**src/rtl/wav_chan_mixer.sv**
```systemverilog
// wav_chan_mixer: mixes NCH unsigned 8-bit sample streams (0x80 = silence)
// into one unsigned offset-binary 16-bit word. Each channel is scaled by its
// 4-bit volume. The channels are summed one per clock, then gained and
// saturated. The output is refreshed once every DIV+1 clocks.
module wav_chan_mixer #(
  parameter int NCH     = 4,
  parameter int DIV     = 2177,
  parameter int GAIN_SH = 3
) (
  input  logic             I_CLK,
  input  logic             I_RSTn,
  input  logic [NCH*8-1:0] I_SMP,
  input  logic [NCH-1:0]   I_SMP_VLD,
  input  logic [NCH*4-1:0] I_VOL,
  input  logic             I_MUTE,
  output logic [15:0]      O_SND,
  output logic             O_SND_VLD,
  output logic             O_CLIP,
  output logic             O_BUSY
);

  localparam int CNT_W = $clog2(DIV + 1);
  localparam int IDX_W = (NCH > 1) ? $clog2(NCH) : 1;
  // 9-bit signed sample times 4-bit volume fits 13 bits; add headroom for NCH terms
  localparam int ACC_W = 13 + $clog2(NCH);
  // wide enough that the gained sum can never wrap before it is clamped
  localparam int SAT_W = ACC_W + GAIN_SH + 17;

  localparam logic signed [SAT_W-1:0] MAXV = SAT_W'(32767);
  localparam logic signed [SAT_W-1:0] MINV = -SAT_W'(32768);

  typedef enum logic [1:0] {S_IDLE, S_ACC, S_SAT, S_OUT} state_t;

  state_t                    state_q;
  logic [CNT_W-1:0]          cnt_q;
  logic                      tick;
  logic [NCH*8-1:0]          hold_q;
  logic [NCH*8-1:0]          snap_q;
  logic [IDX_W-1:0]          idx_q;
  logic signed [ACC_W-1:0]   acc_q;
  logic signed [ACC_W-1:0]   acc_d;
  logic [15:0]               snd_q;
  logic                      vld_q;
  logic                      clip_q;
  logic                      busy_q;

  logic [7:0]                smp_sel;
  logic [3:0]                vol_sel;
  logic signed [8:0]         diff;
  logic signed [12:0]        prod;
  logic signed [SAT_W-1:0]   gained;

  // clamp a gained sum into the signed 16-bit output range
  function automatic logic signed [15:0] sat16(input logic signed [SAT_W-1:0] v);
    if (v > MAXV)      return 16'sh7fff;
    else if (v < MINV) return 16'sh8000;
    else               return v[15:0];
  endfunction

  // report whether sat16 had to clamp this value
  function automatic logic sat_clip(input logic signed [SAT_W-1:0] v);
    return (v > MAXV) || (v < MINV);
  endfunction

  assign tick      = (cnt_q == CNT_W'(DIV));
  assign O_SND     = snd_q;
  assign O_SND_VLD = vld_q;
  assign O_CLIP    = clip_q;
  assign O_BUSY    = busy_q;

  // output-period divider: 0..DIV, tick on the last count
  always_ff @(posedge I_CLK) begin
    if (!I_RSTn)   cnt_q <= '0;
    else if (tick) cnt_q <= '0;
    else           cnt_q <= cnt_q + 1'b1;
  end

  // per-channel hold registers, loaded by their strobe in any state
  always_ff @(posedge I_CLK) begin
    if (!I_RSTn) begin
      hold_q <= {NCH{8'h80}};
    end else begin
      for (int k = 0; k < NCH; k++)
        if (I_SMP_VLD[k]) hold_q[8*k +: 8] <= I_SMP[8*k +: 8];
    end
  end

  // pick the channel being accumulated and form its signed, scaled term
  always_comb begin
    smp_sel = 8'h80;
    vol_sel = 4'd0;
    for (int k = 0; k < NCH; k++) begin
      if (idx_q == IDX_W'(k)) begin
        smp_sel = snap_q[8*k +: 8];
        vol_sel = I_VOL[4*k +: 4];
      end
    end
    diff   = $signed({1'b0, smp_sel}) - 9'sd128;
    prod   = 13'(diff) * $signed({9'b0, vol_sel});
    acc_d  = acc_q + ACC_W'(prod);
    gained = SAT_W'(acc_q) <<< GAIN_SH;
  end

  // mixing sequencer with registered outputs; a tick outside IDLE is ignored
  always_ff @(posedge I_CLK) begin
    if (!I_RSTn) begin
      state_q <= S_IDLE;
      idx_q   <= '0;
      snd_q   <= 16'h8000;
      vld_q   <= 1'b0;
      clip_q  <= 1'b0;
      busy_q  <= 1'b0;
    end else begin
      vld_q <= 1'b0;
      case (state_q)
        S_IDLE: begin
          if (tick) begin
            snap_q  <= hold_q;
            acc_q   <= '0;
            idx_q   <= '0;
            busy_q  <= 1'b1;
            state_q <= S_ACC;
          end
        end
        S_ACC: begin
          acc_q <= acc_d;
          if (idx_q == IDX_W'(NCH - 1)) state_q <= S_SAT;
          else                          idx_q   <= idx_q + 1'b1;
        end
        S_SAT: begin
          // output lands together with the pulse, visible during OUT
          if (I_MUTE) begin
            snd_q <= 16'h8000;
          end else begin
            snd_q  <= sat16(gained) ^ 16'h8000;
            clip_q <= clip_q | sat_clip(gained);
          end
          vld_q   <= 1'b1;
          state_q <= S_OUT;
        end
        S_OUT: begin
          busy_q  <= 1'b0;
          state_q <= S_IDLE;
        end
        default: state_q <= S_IDLE;
      endcase
    end
  end

endmodule

```
**config.mk**
```make
export PLATFORM = sky130hd
export DESIGN_NAME = wav_chan_mixer
export DESIGN_NICKNAME = d
export VERILOG_FILES = /design/src/rtl/wav_chan_mixer.sv
export SDC_FILE = /design/constraint.sdc
export NUM_CORES = 1
export LEC_CHECK = 0
export ABC_AREA = 0
export BUFFER_PORTS_ARGS = -buffer_cell sky130_fd_sc_hd__buf_2
export CORE_MARGIN = 10
export CORE_UTILIZATION = 60
export CTS_BUF_LIST = sky130_fd_sc_hd__clkbuf_8
export DETAILED_ROUTE_END_ITERATION = 10
export GPL_TIMING_DRIVEN = 0
export PLACE_DENSITY_LB_ADDON = 0.15
export SYNTH_ARGS = -nofsm -noshare
export SYNTH_HDL_FRONTEND = slang
export SYNTH_SLANG_ARGS = --single-unit
export TNS_END_PERCENT = 1
```
**constraint.sdc**
```tcl
create_clock -name I_CLK -period 7.76 [get_ports I_CLK]
set_clock_uncertainty 0.1 [all_clocks]
set_input_delay 0.776 -clock I_CLK [delete_from_list [all_inputs] [get_ports I_CLK]]
set_output_delay 0.776 -clock I_CLK [all_outputs]
set_load 0.02 [all_outputs]
```
======== After elaboration in Yosys (flattened, before gate mapping) ========
Cells that the tools add are included.
word-level totals
  register bits ........................... 114
  bits in latches ......................... 0
  memory bits (writable) .................. 0
  ROM bits ................................ 0
  input bits .............................. 55
  output and inout bits ................... 19
  logic and storage cells ................. 71
  memories ................................ 0
operators by class
  add/subtract/negate cells ............... 4
  multipliers ............................. 1
  divide/modulo/power cells ............... 0
  magnitude comparators ................... 2
  equality and inequality tests ........... 10
  shift operators ......................... 0
  muxes and demuxes ....................... 25
  bitwise operators ....................... 4
  reductions and logical operators ........ 12
operators by type and width
  kind                   count
  $mux 16                6
  $mux 8                 4
  $pmux 15 s2            1
  $gt 18x16->1 const B   1
  $lt 18x16->1 const B   1
  $mux 4                 4
  $add 15x13->15         1
  $mux 15                1
  $mul 9x5->13           1
  $add 12x1->12 const B  1
  $eq 12x12->1 const B   1
  $reduce_and 3->1       3
  $sub 8x8->9 const B    1
  $eq 2x2->1 const B     4
  $mux 2                 4
  $pmux 2 s4             1
  $ne 2x2->1 const B     3
  $reduce_and 2->1       3
  $eq 2x1->1 const B     2
  $logic_not 2->1        2
  $pmux 2 s2             1
  $reduce_bool 2->1      2
  $not 1->1              3
  $add 2x1->2 const B    1
  5 further kinds        6

======== Depth between registers and ports, before layout ========
  depth in word-level cells ............... 9
  gate-level depth with buffers ........... 30
  mapped depth without buffers ............ 29

======== Worst setup path before layout ========
Ideal clock, no wire load.
  kind .................................... register -> register
  from .................................... register idx_q[0]
  to ...................................... register acc_q[14] (data pin)
  setup time .............................. 254 ps
  arrival ................................. 5,754 ps
  data required time ...................... 7,406 ps
  setup slack ............................. 1,653 ps
  cell stages (with the launch flop) ...... 29
  buffers on the path ..................... 1
  period minus slack after synthesis ...... 6,107 ps
  cells stage by stage .................... dfxtp_1 > ha_1 > clkbuf_1 > nand3b_1 > a21oi_1 > a21oi_1 > nor2_1 > a21oi_1 > nor2_1 > ha_1 > inv_1 > fa_1 > fa_1 > inv_1 > ha_1 > a21oi_1 > o21bai_1 > a2111oi_2 > o31ai_1 > a21oi_1 > xnor2_1 > ha_1 > a21oi_1 > o21bai_1 > a221oi_1 > o21ai_0 > xor2_1 > xnor3_1 > nor2b_1
on the way
  longest elaborated chain between the ends .. 9
  elaborated cells between the ends (all ways) .. 16
  classes of those cells .................. 2 x add/sub; 1 x mul; 3 x eq/ne; 9 x mux; 1 x reduce/logical
ends and longest elaborated chain
  item                    RTL line  RTL
  from (decl)             39        logic [IDX_W-1:0] idx_q;
  from (signal assigned)  128       else idx_q <= idx_q + 1'b1;
  $logic_not 2->1         93        if (idx_q == IDX_W'(k)) begin
  $mux 8 (4 in a row)     93
  $sub 8x8->9             98        diff = $signed({1'b0, smp_sel}) - 9'sd128;
  $mul 9x5->13 *          99        prod = 13'(diff) * $signed({9'b0, vol_sel});
  $add 15x13->15 *        100       acc_d = acc_q + ACC_W'(prod);
  $pmux 15 s2 *           115       case (state_q)
  to (signal assigned)    119       acc_q <= '0;
  to (signal assigned)    126       acc_q <= acc_d;
  to (decl)               40        logic signed [ACC_W-1:0] acc_q;
Every way passes the cells marked *; elsewhere a longest branch is shown, timed or not.
A chain may end at the register's enable or synchronous reset.

======== Worst setup path in the final report ========
Same ends and word-level chain as after synthesis.

==> impl_results.md <==
- Fin nets: between 800 and 900
- Layout cells sized above 1: 0.131
- R2R depth: 28
- LEAKAGE: ~3.1 nW
- Min Clock Period, post-route: about 6.9 ns
- Hold depth: 0
- Core Area: about 10,000 sq um
- Die area: between 10,000 and 15,000 sq um
- Arrival time worst endpoint: around 7 ns
- Cell area after synthesis: 6280 sq um
- Run status: finished clean
- Routed WL: ~13,000 um
- # clock sinks: 112
- Final ANT Viol Nets: 0
- Longest Clk Path Bufs: 2
- RSZ-0062 raised after global routing: false
- Worst-path clk slew: roughly 0.1 ns
- Iter 0 DRT Violations: between 200 and 300
- Worst hold path type: flop to flop
- Most common cell in the synthesized netlist: nor2_1
- Rel. slew slack: 0.166
- Hold EP: snap_q[2]$_DFFE_PP_
- CTS H-Tree Depth: 3
- Tcrit/Tclk final: 0.894
- Peak per-stage delay on the critical path: ~0.54 ns
- Area grow syn2layout: 11.0%
- Hold wc startpoint: hold_q[2]$_SDFFE_PN0P_
- Worst Path Max Fanout: 10
- Yosys Warn Count: 0
- Dpl hpwl: 10,300 um
- RR Endpoint: acc_q[14]$_SDFFCE_PN0P_
- Initial Util: 0.611
- Cell mode on critical path: a21oi_1
- Final core occ: 0.678
- Site Rows: 37
- RePlAce Congestion: about 0.88
- Post-CTS resize count: 0
- IO Pins: between 70 and 80
- TritonCTS clock tree: built
- Primary FF master, synth: dfxtp_1
- Slew Limit Fails: 0
- Actual slew at the worst max-slew pin: between 1 and 1.5 ns
- Kind of critical path: flop to flop
- Overall Global Routing Usage: 0.172
- DR WL/cell: 14.5 um
- Setup crit end kind: flop
- Port bufs: 68
- Worst r2r src: idx_q[0]$_SDFFE_PN0P_
- Die Height: around 120 um
- Root buffer cell: clkbuf_8
- Total CTS buffers: 9
- Post-synth EDFFs: 47
- Die width: ~120 um
- Synth cell types: 50
- Synth area leaders: edfxtp_1, dfxtp_1, ha_1
- First-pass GRT wire length: between 20,000 and 25,000 um
- Setup TNS: 0 ns
- Pwr Density: roughly 210 nW/um^2
- Ant diodes: 0
- Vias: ~4.7k
- Max Fclk: 144 MHz
- Ys async rst share: 0
- Post-CTS Setup Inserts: 0
- CTS Hold Bufs: 0
- Post-Syn Nets: slightly below 800
- Synth Register Bits: approximately 110
- Synth top area share: 0.225
- Drc violations: 0
- WP data required: between 7 and 8 ns
- Sequential share of the synthesized area: 0.432
- Initial antenna violation count: 0
- Max-cap violation count: 0
- Slowest-stage cell, CP: a21oi_1
- Syn_area_per_cell: roughly 9.6 sq um
- Synth area leader: edfxtp_1
- Peak supply drop: roughly 0.00015 V
- Fin. Hold Viols: 0
- DR vias/cell: 5.34
- Most frequent cells after synthesis: nor2_1, dfxtp_1, a21oi_1, nand2_1, inv_1
- Final global-route overflow total: 0
- Vias in the first global route: approximately 4.7k
- Syn Inst Count: 657
- Largest net degree at the start of global routing: 33
- Final setup vio count: 0
- Initial DRT Pass Iterations: 4
- R2R Setup Slk: around 0.82 ns
- Worst Setup Start Kind: flop
- Worst-skew pair later-pin latency: between 0.3 and 0.4 ns
[worst max-delay path: cells and delay by family, from the launching register on]
family / cells / cell delay, ns
and+or+nand+nor: 4 / 0.39
DFF: 1 / 0.43
adders and majority gates: 6 / 2.27
xor gates and xnor gates: 3 / 0.56
buffers and inverters: 3 / 0.41
AOI/OAI and AO/OA: 12 / 2.56
[layout by cell type (no fill, tap or decap), drive strengths merged, types with 2 or more instances in the layout]
master  instances
or3             2
o21ai          30
o21a            2
o22ai           2
a22oi           2
o31ai           2
nor2          109
ha             49
nand2          55
a21o            6
buf            74
edfxtp         47
xnor2          17
nand4           2
o21bai          2
xor2           12
and3            5
mux2i          37
nand3           6
a21oi          54
nand3b          7
nor2b           5
clkbuf         29
nand2b          6
fa             18
a211oi          3
nor4            2
inv            54
and2           11
nor3            5
dfxtp          65
a31oi           4
clkinv          4
or2             2
[through the flow]
stage	instance area [sq um]	hold slack (ns)	total power [W]	cells	setup slack, ns
floorplan	6280	0.308	0.00108	657	1.65
global placement	6790	0.317	0.00117	861	1.00
detailed placement	6790	0.318	0.00119	861	0.818
CTS	6970	0.341	0.00150	877	0.787
global route	6970	0.353	0.00160	877	0.158
finish	6970	0.334	0.00150	877	0.823
[how the worst max path moves through the flow]
stage                     depth (start not counted)  slack, ns                       to                  start
after global routing                             29       0.16  acc_q[14]$_SDFFCE_PN0P_  idx_q[1]$_SDFFE_PN0P_
after floorplan                                  28       1.65  acc_q[14]$_SDFFCE_PN0P_  idx_q[0]$_SDFFE_PN0P_
after detailed placement                         28       0.82  acc_q[14]$_SDFFCE_PN0P_  idx_q[0]$_SDFFE_PN0P_
final                                            28       0.82  acc_q[14]$_SDFFCE_PN0P_  idx_q[0]$_SDFFE_PN0P_
after global placement                           28        1.0  acc_q[14]$_SDFFCE_PN0P_  idx_q[0]$_SDFFE_PN0P_
after CTS                                        28       0.79  acc_q[14]$_SDFFCE_PN0P_  idx_q[0]$_SDFFE_PN0P_
[area by class of cell]
cell class              instances  area (sq um)
plain buffers                  26           108
clock buffers                   9           124
clock inverters                 7          47.5
fillers                       846          3310
inverters                      52           195
multi-input cells             467          3270
flip-flops and latches        112          2710
well taps                     136           170
repair buffers                 68           340
[state kept, by name, summed over array words and instances (netlist names)]
signal and count:
O_BUSY 1, O_CLIP 1, O_SND 14, O_SND_VLD 1, acc_q 15, cnt_q 12
hold_q 32, idx_q 2, snap_q 32, state_q 2
[power breakdown]
group	leakage (nW)	internal [W]	total, W	switching, W
sequential	0.962	0.000642	0.000657	0.0000154
clock	0.0908	0.000117	0.000314	0.000197
combinational	2.05	0.000230	0.000524	0.000294
total	3.10	0.000989	0.00150	0.000507
[layer usage]
layer / vias to the layer above / wire length, um / GRT usage
met5: - / 0 / 0
met4: 0 / 259 / 0.0611
met3: 23 / 446 / 0.0335
met2: 83 / 6530 / 0.301
met1: 2205 / 5500 / 0.207
li1: 2373 / - / -
[cell families (layout without fill, tap and decap cells)]
kind of cell | Yosys count | in the layout | synth area share
simple gates | 219 | 219 | 0.156
compound gates | 114 | 114 | 0.106
flops | 112 | 112 | 0.432
buf+inv | 78 | 162 | 0.0482
fa+ha+maj | 67 | 67 | 0.155
mux | 37 | 37 | 0.0590
xor+xnor | 30 | 30 | 0.0441
Note: power is estimated with default switching activity, not from simulation.
